### src/rtl/wu_fetch_sequencer.sv
// Work-Unit fetch sequencer: credit-limited reads of WU memory into a small
// descriptor FIFO, end-of-WU detection, over-fetch discard and completion.
//
// state   | meaning
// --------+------------------------------------------------------------
// S_IDLE  | waiting for start; stale memory returns are ignored
// S_FETCH | issuing reads while FIFO occupancy + outstanding < depth
// S_DRAIN | no reads; waiting for outstanding returns and FIFO to empty
// S_DONE  | one-cycle completion pulse, then back to idle
module wu_fetch_sequencer #(
    parameter int ADDR_W     = 10,
    parameter int DATA_W     = 32,
    parameter int FIFO_DEPTH = 4
) (
    input  logic              clk,
    input  logic              reset_poweron,
    input  logic              mcntl__wusq__start,
    input  logic [ADDR_W-1:0] mcntl__wusq__start_addr,
    input  logic              mcntl__wusq__abort,
    output logic              wusq__mcntl__busy,
    output logic              wusq__mcntl__done,
    output logic              wusq__wum__read,
    output logic [ADDR_W-1:0] wusq__wum__addr,
    input  logic              wum__wusq__valid,
    input  logic [DATA_W-1:0] wum__wusq__data,
    output logic              wusq__dec__valid,
    output logic [DATA_W-1:0] wusq__dec__data,
    input  logic              dec__wusq__ready
);

    localparam int PTR_W = $clog2(FIFO_DEPTH);
    localparam int CNT_W = PTR_W + 1;
    localparam logic [CNT_W-1:0] DEPTH_C = CNT_W'(FIFO_DEPTH);

    typedef enum logic [1:0] {
        S_IDLE  = 2'd0,
        S_FETCH = 2'd1,
        S_DRAIN = 2'd2,
        S_DONE  = 2'd3
    } state_t;

    state_t              r_state;
    state_t              w_state_nxt;
    logic                r_discard;
    logic                w_discard_nxt;
    logic [ADDR_W-1:0]   r_addr_cnt;
    logic [CNT_W-1:0]    r_out;
    logic [CNT_W-1:0]    r_occ;
    logic [CNT_W-1:0]    w_out_nxt;
    logic [CNT_W-1:0]    w_occ_nxt;
    logic [CNT_W-1:0]    w_credit;
    logic                r_busy;
    logic                r_done;
    logic                r_read;
    logic [ADDR_W-1:0]   r_addr;
    logic [DATA_W-1:0]   r_fifo [FIFO_DEPTH];
    logic [PTR_W-1:0]    r_wr_ptr;
    logic [PTR_W-1:0]    r_rd_ptr;

    logic                w_active;
    logic                w_start;
    logic                w_abort;
    logic                w_ret;
    logic                w_wr;
    logic                w_wr_last;
    logic                w_pop;
    logic                w_issue;
    logic [ADDR_W-1:0]   w_issue_addr;
    logic                w_drain_done;

    assign w_active  = (r_state == S_FETCH) || (r_state == S_DRAIN);
    assign w_start   = mcntl__wusq__start && (r_state == S_IDLE);
    assign w_abort   = mcntl__wusq__abort && w_active;
    assign w_ret     = wum__wusq__valid && w_active;
    assign w_wr      = w_ret && !r_discard && !w_abort;
    assign w_wr_last = w_wr && wum__wusq__data[DATA_W-1];
    assign w_pop     = wusq__dec__valid && dec__wusq__ready;
    // A pop this cycle frees a slot before any new read's data can arrive.
    assign w_credit  = r_occ + r_out - {{PTR_W{1'b0}}, w_pop};

    always_comb begin
        w_issue      = 1'b0;
        w_issue_addr = r_addr_cnt;
        if (w_start) begin
            w_issue      = 1'b1;
            w_issue_addr = mcntl__wusq__start_addr;
        end else if ((r_state == S_FETCH) && !w_abort && (w_credit < DEPTH_C)) begin
            w_issue = 1'b1;
        end
    end

    always_comb begin
        w_occ_nxt = r_occ + {{PTR_W{1'b0}}, w_wr} - {{PTR_W{1'b0}}, w_pop};
        if (w_abort) begin
            w_occ_nxt = '0;
        end
        w_out_nxt = r_out + {{PTR_W{1'b0}}, w_issue} - {{PTR_W{1'b0}}, w_ret};
        if (r_state == S_IDLE) begin
            w_out_nxt = {{PTR_W{1'b0}}, w_issue};
        end
    end

    assign w_drain_done = (w_out_nxt == '0) && (w_occ_nxt == '0);

    always_comb begin
        w_state_nxt   = r_state;
        w_discard_nxt = r_discard;
        case (r_state)
            S_IDLE: begin
                if (w_start) begin
                    w_state_nxt   = S_FETCH;
                    w_discard_nxt = 1'b0;
                end
            end
            S_FETCH: begin
                if (w_abort) begin
                    w_discard_nxt = 1'b1;
                    // Nothing in flight: the drain is already complete.
                    w_state_nxt   = w_drain_done ? S_DONE : S_DRAIN;
                end else if (w_wr_last) begin
                    w_discard_nxt = 1'b1;
                    w_state_nxt   = S_DRAIN;
                end
            end
            S_DRAIN: begin
                if (w_abort) begin
                    w_discard_nxt = 1'b1;
                end
                if (w_drain_done) begin
                    w_state_nxt = S_DONE;
                end
            end
            S_DONE: begin
                w_state_nxt = S_IDLE;
            end
            default: begin
                w_state_nxt = S_IDLE;
            end
        endcase
    end

    always_ff @(posedge clk or posedge reset_poweron) begin
        if (reset_poweron) begin
            r_state    <= S_IDLE;
            r_discard  <= 1'b0;
            r_addr_cnt <= '0;
            r_out      <= '0;
            r_occ      <= '0;
            r_busy     <= 1'b0;
            r_done     <= 1'b0;
            r_read     <= 1'b0;
            r_addr     <= '0;
        end else begin
            r_state   <= w_state_nxt;
            r_discard <= w_discard_nxt;
            r_out     <= w_out_nxt;
            r_occ     <= w_occ_nxt;
            r_busy    <= (w_state_nxt == S_FETCH) || (w_state_nxt == S_DRAIN);
            r_done    <= (w_state_nxt == S_DONE);
            r_read    <= w_issue;
            if (w_issue) begin
                r_addr     <= w_issue_addr;
                r_addr_cnt <= w_issue_addr + ADDR_W'(1);
            end
        end
    end

    always_ff @(posedge clk or posedge reset_poweron) begin
        if (reset_poweron) begin
            r_wr_ptr <= '0;
            r_rd_ptr <= '0;
            for (int i = 0; i < FIFO_DEPTH; i++) begin
                r_fifo[i] <= '0;
            end
        end else begin
            // Credit accounting must make a write into a full FIFO impossible.
            assert (!(w_wr && !w_pop && (r_occ == DEPTH_C)));
            if (w_abort) begin
                r_wr_ptr <= '0;
                r_rd_ptr <= '0;
            end else begin
                if (w_wr) begin
                    r_fifo[r_wr_ptr] <= wum__wusq__data;
                    r_wr_ptr         <= r_wr_ptr + PTR_W'(1);
                end
                if (w_pop) begin
                    r_rd_ptr <= r_rd_ptr + PTR_W'(1);
                end
            end
        end
    end

    assign wusq__mcntl__busy = r_busy;
    assign wusq__mcntl__done = r_done;
    assign wusq__wum__read   = r_read;
    assign wusq__wum__addr   = r_addr;
    assign wusq__dec__valid  = (r_occ != '0);
    assign wusq__dec__data   = r_fifo[r_rd_ptr];

endmodule

### config.mk
export PLATFORM = sky130hd
export DESIGN_NAME = wu_fetch_sequencer
export DESIGN_NICKNAME = d
export VERILOG_FILES = /design/src/rtl/wu_fetch_sequencer.sv
export SDC_FILE = /design/constraint.sdc
export NUM_CORES = 1
export LEC_CHECK = 0
export CAP_MARGIN = 15
export CORE_MARGIN = 1.5
export CORE_UTILIZATION = 55
export DETAILED_ROUTE_END_ITERATION = 8
export MAX_ROUTING_LAYER = met4
export PLACE_DENSITY = 0.79
export SYNTH_ARGS = -nofsm -noshare
export SYNTH_HDL_FRONTEND = slang
export SYNTH_SLANG_ARGS = --single-unit
### constraint.sdc
create_clock -name clk -period 15.4 [get_ports clk]
set_input_delay 1.54 -clock clk [delete_from_list [all_inputs] [get_ports clk]]
set_output_delay 1.54 -clock clk [all_outputs]
set_load 0.02 [all_outputs]
==> impl_metrics.yaml <==
status:
  outcome: "complete, no violations"
sta:
  setup_viol: 0
  period_minus_slack_ps: 5660
  clock.fmax_mhz: 177
  clock_skew_ps: 6.46
  slew_violations: 0
  setup-tns-final_ps: 0
  rsz0062_at_grt: "false"
  relSlewSlack: 0.306
  hold_violations: 0
  finalHoldWorstSlack_ps: 500
  period_share: 0.367
  tightest_slew_ps: 1040
synth:
  yosysTopAreaCell: "dfrtp_1"
  postSynthAreaPerCell_um2: 14.0
  synth_area_leaders: "dfrtp_1, mux2_2, mux4_2"
  synth_nets: 625
  seq_area_frac_synth: 0.528
  synth_top_area_frac: 0.528
  yosysWarnings: 0
  yosysUniqueCellTypes: 53
  synthCells: 557
  yosysMostFrequentCell: "dfrtp_1"
  async_reset_ff_frac: 1.00
  synth-seq-cells: 164
  ys.flop_type: "dfrtp_1"
  synth_common_cells: "dfrtp_1, mux2_2, nand2_1"
  synth_edf_count: 0
  synth_area_um2: 7770
clocking:
  clk_pin_slew_ps: 60
  htree_num_levels: 4
  post_cts_buffers: 0
  clock_path_buffers: 2
  cts-buffers-inserted: 17
  cts_tree: "done"
  cts_root_buf: "clkbuf_16"
  cts_hold_buf: 0
  clock-sinks: 164
  cts_resized: 0
  worstSkewPairLatency_ps: 420
critical_path:
  r2r_slack_ps: 10400
  r2r-end: "wusq__mcntl__busy"
  critPathArrivalTime_ps: 5970
  rr_worst_depth: 20
  cp_slowest_cell: "or2_1"
  slowest_delay_ps: 470
  worstSetupEndpointType: "register"
  crit_chain: "clkdlybuf4s50_1 -> and2_1 -> ha_1 -> inv_1 -> ha_1 -> and3b_1 -> nor4_4 -> or2_1 -> nor2_4 -> ha_1 -> inv_1 -> ha_1 -> inv_1 -> fa_1 -> xnor3_1 -> nor2_1 -> nor4_1 -> o221ai_1 -> a32oi_1 -> ha_1"
  cpMostUsedCell: "ha_1"
  critPathMaxFanout: 10
  cp.required_ps: 15710
  rr_startpoint: "r_occ[1]"
  crit_type: "input port to register"
  start_kind: "input port"
floorplanning:
  fp.dieArea_um2: 14900
  num_rows: 43
  die_h_um: 122
  start_util: 0.562
  die_x_um: 122
  coreArea_um2: 13800
  floorplan.io_pins: 94
global_route:
  grt_overflow: 0
  grt_use_total: 0.237
  grt_pass1_vias: 5076
  grt_pass1_wl_mm: 26.0
  grt_max_degree: 84
  grt_antenna_before_repair: 0
detailed_routing:
  wl_per_cell_um: 18.9
  routed_wirelength_mm: 15.7
  drc: 0
  drt_iter0_markers: 305
  firstDrtPassIters: 4
  via_count: 4773
  via_per_inst: 5.72
  ant_nets: 0
placed_design:
  dpl.hpwl_mm: 10.1
  gp_congestion: 0.903
  placedCellCount: 803
  io_buffers: 93
  placed_cell_area_um2: 8830
power:
  clkPwrFrac: 0.202
  internal-power_w: 0.00137
  p_comb_frac: 0.439
  pwr-share-seq: 0.358
  total_leakage_power_nw: 4.23
  power_density_nw_per_um2: 221
  peakVddDrop_v: 0.000148
  power_switching_w: 0.000711
  p_sw_frac: 0.342
min_path:
  min_from: "r_fifo[27]"
  hp-class: "register to register"
  worstHoldEndpoint: "r_fifo[27]"
  min_path_cells: 1
final_layout:
  fillerInstances: 961
  drive_gt1_frac: 0.322
  area_growth_pct: 21.3
  stdcell_area_um2: 9430
  fin_util: 0.682
  antenna_cells: 0
  finalNonFillerCells: 835
  num-nets-final: 710
flow_run:
  cap_viol_max_count: 0
-- kinds of logic after synthesis --
group,synth area share
xor+xnor,0.0251
mux,0.289
compound gates,0.0378
simple gates,0.0593
buf+inv,0.0264
flops,0.528
fa+ha+maj,0.0341
-- routing by layer --
layer  part of all wire  vias to the layer above  GRT usage
met5                  0                        -          -
met4              0.015                        0     0.0824
met3              0.031                       20     0.0365
met2               0.51                       82      0.385
li1                   -                     2189          -
met1               0.44                     2482      0.305
-- cells in the final DEF (no fill, tap or decap), types with 10 or more instances in the layout --
cell type,count
xor2_1,12
nand2_1,29
inv_1,18
nor2_1,23
ha_1,18
mux2_2,128
mux4_2,32
o21ai_0,10
clkdlybuf4s50_1,93
clkbuf_16,17
dfrtp_1,162
-- power groups by stage --
stage                     Combinational [W]  Clock (W)  Sequential, W
after floorplan                    0.000638          0       0.000717
after global placement             0.000886          0       0.000736
after detailed placement           0.000915          0       0.000752
after CTS                          0.000923   0.000429       0.000745
after global routing               0.000993   0.000447       0.000770
final                              0.000914   0.000420       0.000745
-- metrics by stage --
| stage | worst slack, ps | power [W] |
|---|---|---|
| after CTS | 9780 | 0.00210 |
| final | 9740 | 0.00208 |
| after global routing | 9450 | 0.00221 |
| after floorplan | 9430 | 0.00135 |
| after global placement | 9570 | 0.00162 |
| after detailed placement | 9370 | 0.00167 |
-- how the worst max path moves through the flow --
stage               slack, ps  depth (start not counted)             start                 to
floorplan                9430                          1     reset_poweron      r_addr_cnt[0]
global placement         9570                         20  dec__wusq__ready  wusq__mcntl__busy
detailed placement       9370                         20  dec__wusq__ready  wusq__mcntl__busy
CTS                      9780                         20  dec__wusq__ready  wusq__mcntl__busy
global route             9450                         20  dec__wusq__ready  wusq__mcntl__busy
finish                   9740                         20  dec__wusq__ready  wusq__mcntl__busy
-- cell type report --
type                            instances  area (um^2)  area share
Clock buffer                           20          467      0.0495
Clock inverter                         12          130      0.0138
Inverter                               20         82.6     0.00876
Multi-Input combinational cell        344         3470       0.368
Sequential cell                       164         4110       0.436
Tap cell                              180          225      0.0239
Timing Repair Buffer                   95          946       0.100
-- sequential cells by signal, indices dropped and copies added (netlist names), 2 cells and up --
| signal | count |
|---|---|
| r_wr_ptr | 2 |
| r_rd_ptr | 2 |
| wusq__wum__addr | 10 |
| r_state | 2 |
| r_fifo | 128 |
| r_out | 3 |
| r_occ | 3 |
| r_addr_cnt | 10 |
-- critical path, delay by kind of cell --
| family | cells | cell delay, ps |
|---|---|---|
| buffers and inverters | 4 | 590 |
| and+or+nand+nor | 7 | 1670 |
| AOI/OAI and AO/OA | 2 | 440 |
| xor gates and xnor gates | 1 | 220 |
| adders and majority gates | 6 | 1510 |
Note: power is estimated with default switching activity, not from simulation.
